$ cat src/rtl/tdm_demux_1x8.sv
// Serial-to-parallel TDM demultiplexer: rebuilds 8-bit words from a framed bit stream.
// Define TDM_DEMUX_PARITY_EN to add a ninth even-parity slot per frame.
module tdm_demux_1x8 (
    input  logic       clk,
    input  logic       rst_n,
    input  logic       in,
    input  logic       in_valid,
    input  logic       frame_start,
    output logic [7:0] out,
    output logic       out_valid,
    output logic [3:0] slot,
    output logic       locked,
    output logic       sync_err,
    output logic       par_err
);

    localparam logic [0:0] HUNT    = 1'b0;
    localparam logic [0:0] COLLECT = 1'b1;

`ifdef TDM_DEMUX_PARITY_EN
    localparam logic [3:0] LAST_SLOT = 4'd8;
`else
    localparam logic [3:0] LAST_SLOT = 4'd7;
`endif

    logic [0:0] state_reg, state_next;
    logic [3:0] slot_reg, slot_next;
    logic [7:0] shift_reg, shift_next;
    logic [7:0] out_reg, out_next;
    logic       out_valid_reg, out_valid_next;
    logic       sync_err_reg, sync_err_next;
    logic [7:0] shift_wr;

    // Shift register image with the incoming bit dropped into the current slot
    generate
        for (genvar gi = 0; gi < 8; gi++) begin : g_wr
            assign shift_wr[gi] = (slot_reg == 4'(gi)) ? in : shift_reg[gi];
        end
    endgenerate

`ifdef TDM_DEMUX_PARITY_EN
    logic par_err_reg, par_err_next;
`endif

    always_comb begin
        state_next     = state_reg;
        slot_next      = slot_reg;
        shift_next     = shift_reg;
        out_next       = out_reg;
        out_valid_next = 1'b0;
        sync_err_next  = 1'b0;
`ifdef TDM_DEMUX_PARITY_EN
        par_err_next   = 1'b0;
`endif
        if (in_valid) begin
            if (state_reg == HUNT) begin
                if (frame_start) begin
                    shift_next = {7'd0, in};
                    slot_next  = 4'd1;
                    state_next = COLLECT;
                end
            end else if (frame_start) begin
                // Restart on any frame_start; mid-frame it also drops the partial word
                sync_err_next = (slot_reg != 4'd0);
                shift_next    = {7'd0, in};
                slot_next     = 4'd1;
            end else if (slot_reg == 4'd0) begin
                sync_err_next = 1'b1;
                state_next    = HUNT;
            end else if (slot_reg == LAST_SLOT) begin
                slot_next = 4'd0;
`ifdef TDM_DEMUX_PARITY_EN
                if ((^{shift_reg, in}) == 1'b0) begin
                    out_next       = shift_reg;
                    out_valid_next = 1'b1;
                end else begin
                    par_err_next = 1'b1;
                end
`else
                shift_next     = shift_wr;
                out_next       = shift_wr;
                out_valid_next = 1'b1;
`endif
            end else begin
                shift_next = shift_wr;
                slot_next  = slot_reg + 4'd1;
            end
        end
    end

    always_ff @(posedge clk or negedge rst_n) begin
        if (!rst_n) begin
            state_reg     <= HUNT;
            slot_reg      <= 4'd0;
            shift_reg     <= 8'h00;
            out_reg       <= 8'h00;
            out_valid_reg <= 1'b0;
            sync_err_reg  <= 1'b0;
        end else begin
            state_reg     <= state_next;
            slot_reg      <= slot_next;
            shift_reg     <= shift_next;
            out_reg       <= out_next;
            out_valid_reg <= out_valid_next;
            sync_err_reg  <= sync_err_next;
        end
    end

`ifdef TDM_DEMUX_PARITY_EN
    always_ff @(posedge clk or negedge rst_n) begin
        if (!rst_n) begin
            par_err_reg <= 1'b0;
        end else begin
            par_err_reg <= par_err_next;
        end
    end
    assign par_err = par_err_reg;
`else
    assign par_err = 1'b0;
`endif

    assign out       = out_reg;
    assign out_valid = out_valid_reg;
    assign slot      = slot_reg;
    assign locked    = (state_reg == COLLECT);
    assign sync_err  = sync_err_reg;

endmodule

$ cat config.mk
export PLATFORM = sky130hd
export DESIGN_NAME = tdm_demux_1x8
export DESIGN_NICKNAME = d
export VERILOG_FILES = /design/src/rtl/tdm_demux_1x8.sv
export SDC_FILE = /design/constraint.sdc
export NUM_CORES = 1
export LEC_CHECK = 0
export CAP_MARGIN = 20
export CORE_ASPECT_RATIO = 0.7
export CORE_UTILIZATION = 49
export CTS_BUF_LIST = sky130_fd_sc_hd__clkbuf_2
export CTS_CLUSTER_DIAMETER = 80
export DETAILED_ROUTE_END_ITERATION = 10
export PLACE_DENSITY = 0.8
export SLEW_MARGIN = 30
export SYNTH_ARGS = -nofsm -noshare
export SYNTH_HDL_FRONTEND = slang
export SYNTH_SLANG_ARGS = --single-unit
$ cat constraint.sdc
create_clock -name clk -period 1.9 [get_ports clk]
set_input_delay 0.38 -clock clk [delete_from_list [all_inputs] [get_ports clk]]
set_output_delay 0.38 -clock clk [all_outputs]
set_load 0.02 [all_outputs]
* Yosys cells after proc, flatten, opt, wreduce, memory -nomap -nowiden
Cells that the tools add are included.
** Cells by class
- Add/subtract/negate cells :: 1
- Equal/unequal tests :: 8
- Mux-type cells :: 29
- Bitwise logic cells :: 2
- Reductions and logical operators :: 6
** Operators by type and width (count)
- 8-bit two-way mux :: 4
- 1-bit two-way mux :: 20
- 4-bit two-way mux :: 5
- 4-bit by 3-bit equality test with 1-bit output, second input constant :: 4
- 4-bit by 2-bit equality test with 1-bit output, second input constant :: 2
- 5-bit AND reduction :: 1
- 4-bit by 1-bit adder with 4-bit output, second input constant :: 1
- 4-bit by 1-bit equality test with 1-bit output, second input constant :: 1
- 4-bit logical NOT :: 1
- 4-bit nonzero test :: 1
- 3-bit AND reduction :: 1
- 2-bit != test, second input constant :: 1
- 1-bit NOT :: 2
- 2-bit AND reduction :: 1
- 2-bit nonzero test :: 1
** Storage, ports and cells
- Bits in registers :: 23
- Bits of input ports :: 5
- Output and inout bits :: 16
- Word-level logic and storage cells :: 53

* Depth between registers and ports, before layout
Gate-level depths: netlist of the first run.
- Depth after elaboration :: 6
- Mapped depth :: 8
- Mapped depth without buffers :: 8

* Worst setup path before layout of the first run
Ideal clock, no wire load.
- Kind :: reg-to-reg
- Start :: reg slot_reg[0], in the netlist slot[0]
- End :: reg out_reg[7], in the netlist out[7]
- Setup time :: 0.125 ns
- Arrival time :: 2.079 ns
- Required time :: 1.775 ns
- Slack :: -0.304 ns
- Stages on the path, launching flop included :: 9
- Buffers on the path :: 0
- Clock period less this slack :: 2.204 ns
- Cells stage by stage :: dfrtp_1 inv_1 ha_1 nor3b_2 inv_1 ha_1 nand4_2 nor2_2 mux2_2
** Between the ends
- Cells in the longest elaborated chain, start to end :: 3
- Elaborated cells on any way between the ends :: 5
- Those cells by class :: eq/ne: 1; mux: 1; bitwise: 1; reduce/logical: 2
** RTL lines
- from (decl) :: RTL line 27 : logic [3:0] slot_reg, slot_next;
- from (signal assigned) :: RTL line 101 : slot_reg <= slot_next;
- 4-bit logical NOT :: RTL line 67 : end else if (slot_reg == 4'd0) begin
- 1-bit NOT (no line)
- 5-bit AND reduction (no line)
- to (signal assigned) :: RTL line 103 : out_reg <= out_next;
- to (decl) :: RTL line 29 : logic [7:0] out_reg, out_next;
Several ways; a longest one is shown, not always the timed one.
A chain may end at the register's enable or synchronous reset.

* Final worst setup path of the first run
- Start :: reg slot_reg[0], in the netlist slot[0]
- End :: reg out_reg[2], in the netlist out[2]
The elaborated chain is that of the path after synthesis.

==> impl_metrics.sql, run 1 <==
INSERT INTO impl_metrics (metric_group, metric, value, unit) VALUES
('clock_network', 'h_tree_depth', '1', ''),
('sta', 'timing.final.hold_violations', '0', ''),
('yosys', 'postSynthCellCount', '114', ''),
('drt', 'detail-route-antenna-nets', '0', ''),
('yosys', 'ys_dominant_reg_cell', 'sky130_fd_sc_hd__dfrtp_1', ''),
('power_and_ir_drop', 'vdd.ir_drop.worst', '0.000632', 'V'),
('placed_design', 'port_buffers', '19', ''),
('clock_network', 'cts_num_sinks', '22', ''),
('flow_run', 'cap_viol_max_count', '0', ''),
('power_and_ir_drop', 'power_density', '1230', 'mW/mm^2'),
('clock_network', 'clock_tree.root_cell', 'sky130_fd_sc_hd__clkbuf_2', ''),
('floorplan', 'die-height', '44.7', 'um'),
('sta', 'final.setup_skew', '0.0130', 'ns'),
('global_route', 'pin_count_of_the_biggest_net_entering_global_routing', '23', ''),
('finish', 'fin_cells', '185', ''),
('yosys', 'postSynth.asyncResetShare', '100', '%'),
('yosys', 'yosys_warnings', '0', ''),
('worst_setup_path', 'critical_path.reg2reg.startpoint', 'slot[0]$_DFFE_PN0P_', ''),
('worst_setup_path', 'crit_fanout', '5', ''),
('drt', 'number_of_design_rule_violations_left_after_detail_routing', '0', ''),
('sta', 'timing.final.max_slew_violations', '0', ''),
('yosys', 'synth-edff-count', '0', ''),
('finish', 'layout-drive-gt1-share', '33.1', '%'),
('floorplan', 'dieWidth', '63.1', 'um'),
('drt', 'wl_per_cell', '17.1', 'um'),
('sta', 'setup_viol', '0', ''),
('sta', 'period_share', '97.9', '%'),
('floorplan', 'die_area', '0.00282', 'sq mm'),
('drt', 'drt_pass1_iterations', '4', ''),
('sta', 'setup_ws', '0.0404', 'ns'),
('floorplan', 'initial_core_util', '52.0', '%'),
('floorplan', 'placement_rows', '15', ''),
('drt', 'route.final.wire_length', '3.17', 'mm'),
('global_route', 'globalRouteTotalUtil', '23.9', '%'),
('global_route', 'antenna_found_initial', '0', ''),
('clock_network', 'cts_tree', 'done', ''),
('power_and_ir_drop', 'leakagePower', '0.745', 'nW'),
('worst_setup_path', 'critical_path_at', '2.10', 'ns'),
('finish', 'area.growth.synth_to_final', '32.1', '%'),
('placed_design', 'routabilityCongestion', '0.891', ''),
('sta', 'setup_repair_after_global_routing_missed_its_margin', 'yes', ''),
('worst_setup_path', 'required', '2.14', 'ns'),
('placed_design', 'detailed_place_hpwl', '2.27', 'mm'),
('clock_network', 'worstSkewPairLatency', '0.33', 'ns'),
('yosys', 'synth.ff_latch_count', '22', ''),
('clock_network', 'cts_buf_count', '3', ''),
('placed_design', 'dpl.cell_count', '174', ''),
('placed_design', 'dpl_cell_area', '0.00161', 'sq mm'),
('global_route', 'first_pass_grt_wire_length', '4.97', 'mm'),
('sta', 'timing.hold.ws', '0.362', 'ns'),
('drt', 'initialDrtViolationCount', '49', ''),
('yosys', 'syn-cell-area', '0.00128', 'sq mm'),
('worst_setup_path', 'cp-end-kind', 'flop', ''),
('global_route', 'number_of_global_route_vias_before_repair', '1004', ''),
('placed_design', 'pre_cts_slack', '-0.0378', 'ns'),
('floorplan', 'placeableCoreArea', '0.00246', 'sq mm'),
('worst_setup_path', 'timing.critical_path.from_type', 'flop', ''),
('finish', 'largest_register_ffs', '8', ''),
('clock_network', 'cts.path.max_buffers', '2', ''),
('sta', 'period_minus_slack', '1.86', 'ns'),
('clock_network', 'clk_pin_slew', '0.22', 'ns'),
('finish', 'fin_nets', '162', ''),
('yosys', 'synthesis.area_per_instance', '11.2', 'sq um'),
('global_route', 'grt.overflow.total', '0', ''),
('drt', 'post_drt_via_cell_ratio', '6.06', ''),
('yosys', 'post_synth_num_cell_types', '43', ''),
('floorplan', 'io_pins', '21', ''),
('run_status', 'run_status', 'finished clean', ''),
('worst_setup_path', 'crit_path_class', 'reg2reg', ''),
('worst_setup_path', 'crit_path_start', 'slot[0]$_DFFE_PN0P_', ''),
('min_path', 'hold_class', 'in2async', ''),
('finish', 'num_antenna_cells', '0', ''),
('sta', 'max_clock_freq', '0.538', 'GHz'),
('yosys', 'synth_seq_area_share', '43.1', '%'),
('power_and_ir_drop', 'total_power', '2.08', 'mW'),
('yosys', 'syn-num-nets', '124', ''),
('finish', 'post-route-cell-area', '0.00169', 'sq mm'),
('drt', 'route.vias.total', '1121', '');
==> logic make-up after synthesis <==
| kind of cell | after synthesis | share of synthesized area (%) |
|---|---|---|
| simple gates | 43 | 24.8 |
| flops | 22 | 43.1 |
| compound gates | 21 | 13.8 |
| mux | 7 | 6.16 |
| other cells | 1 | 0.293 |
| fa+ha+maj | 5 | 4.89 |
| buf+inv | 15 | 7.04 |
==> power breakdown <==
group	internal, mW	switching (mW)
Sequential	0.602	0.101
Clock	0.0457	0.147
Combinational	0.582	0.599
==> path summary, 6_finish.rpt <==
path,to,slack [ns],cells after the start
worst min register to register,shift_reg[5]$_DFFE_PN0P_,0.51,1
worst max register to register,out[2]$_DFFE_PN0P_,0.04,8
max in group asynchronous,slot[0]$_DFFE_PN0P_,1.28,2
worst max-delay path,out[2]$_DFFE_PN0P_,0.04,8
worst min-delay path,out_valid$_DFF_PN0_,0.36,2
min in group clk,shift_reg[5]$_DFFE_PN0P_,0.51,1
==> per-layer routing <==
| layer | wire (um) | vias up | GRT usage, % |
|---|---|---|---|
| li1 | - | 505 | - |
| met1 | 1360 | 543 | 32.7 |
| met3 | 219 | 10 | 5.05 |
| met2 | 1520 | 63 | 37.6 |
| met4 | 71 | 0 | 9.77 |
| met5 | 0 | - | 0 |
==> synthesized netlist by cell type (all sizes together), types with 3 or more instances <==
library cell	number	share of area [%]
dfrtp	22	43
inv	6	1.8
nor4	3	1.5
mux2	7	6.2
or4b	3	2.3
nor3b	4	3.5
buf	8	5.0
o21a	3	1.8
o21ai	3	1.2
nor2b	3	1.5
nand2	5	1.5
a311o	4	3.1
nand3b	4	2.3
nor2	3	1.1
ha	5	4.9
nand3	4	1.6
nor4b	4	2.7
==> layout make-up <==
cell class                      count  area, sq um
Sequential cell                    22          554
Inverter                            6         27.5
Timing Repair Buffer               42          363
Clock inverter                      1         3.75
Tap cell                           34         42.5
Fill cell                         183          769
Multi-Input combinational cell     77          683
Clock buffer                        3         15.0
==> metrics by stage <==
stage | util (%) | setup TNS, ns
finish | 68.7 | 0
global route | 68.7 | -0.0312
CTS | 66.4 | 0
detailed placement | 65.6 | -0.124
global placement | 65.6 | -0.0184
floorplan | - | -0.0514
==> placed cells by master, fill, tap and decap left out, drive strengths merged, types with 2 or more instances in the layout <==
master / instances
a311o: 4
ha: 5
nand3b: 4
o21ai: 3
nor2: 3
clkbuf: 3
nor3b: 4
nor4b: 4
nand4: 2
dlygate4sd2: 2
nor2b: 3
inv: 6
dfrtp: 22
nand2: 5
nor4: 3
or4b: 3
o41ai: 2
mux2: 7
o21a: 3
and4b: 2
nand2b: 2
nand3: 4
clkdlybuf4s50: 16
buf: 23
==> critical path: stages (launching register included) <==
cell	delay [ns]
sky130_fd_sc_hd__dfrtp_2	0.44
sky130_fd_sc_hd__inv_4	0.05
sky130_fd_sc_hd__ha_4	0.15
sky130_fd_sc_hd__nor3b_4	0.15
sky130_fd_sc_hd__inv_2	0.08
sky130_fd_sc_hd__ha_4	0.14
sky130_fd_sc_hd__nand4_4	0.11
sky130_fd_sc_hd__or4b_1	0.53
sky130_fd_sc_hd__o21a_1	0.13
==> repair_timing <==
action,4_1_cts,5_1_grt
endpoints found under the setup margin,3,5
resized for setup,3,2
hold endpoints to repair,0,0
buffers inserted,0,7
hold buffers,0,0
pin swaps,0,3
(Power assumes the default switching activity.)
==> run 2: changes to the inputs <==
Settings changed: CAP_MARGIN 20 to default.
==> results of run 2 <==
The final DEF is identical to that of run 1; final timing and power are the same.
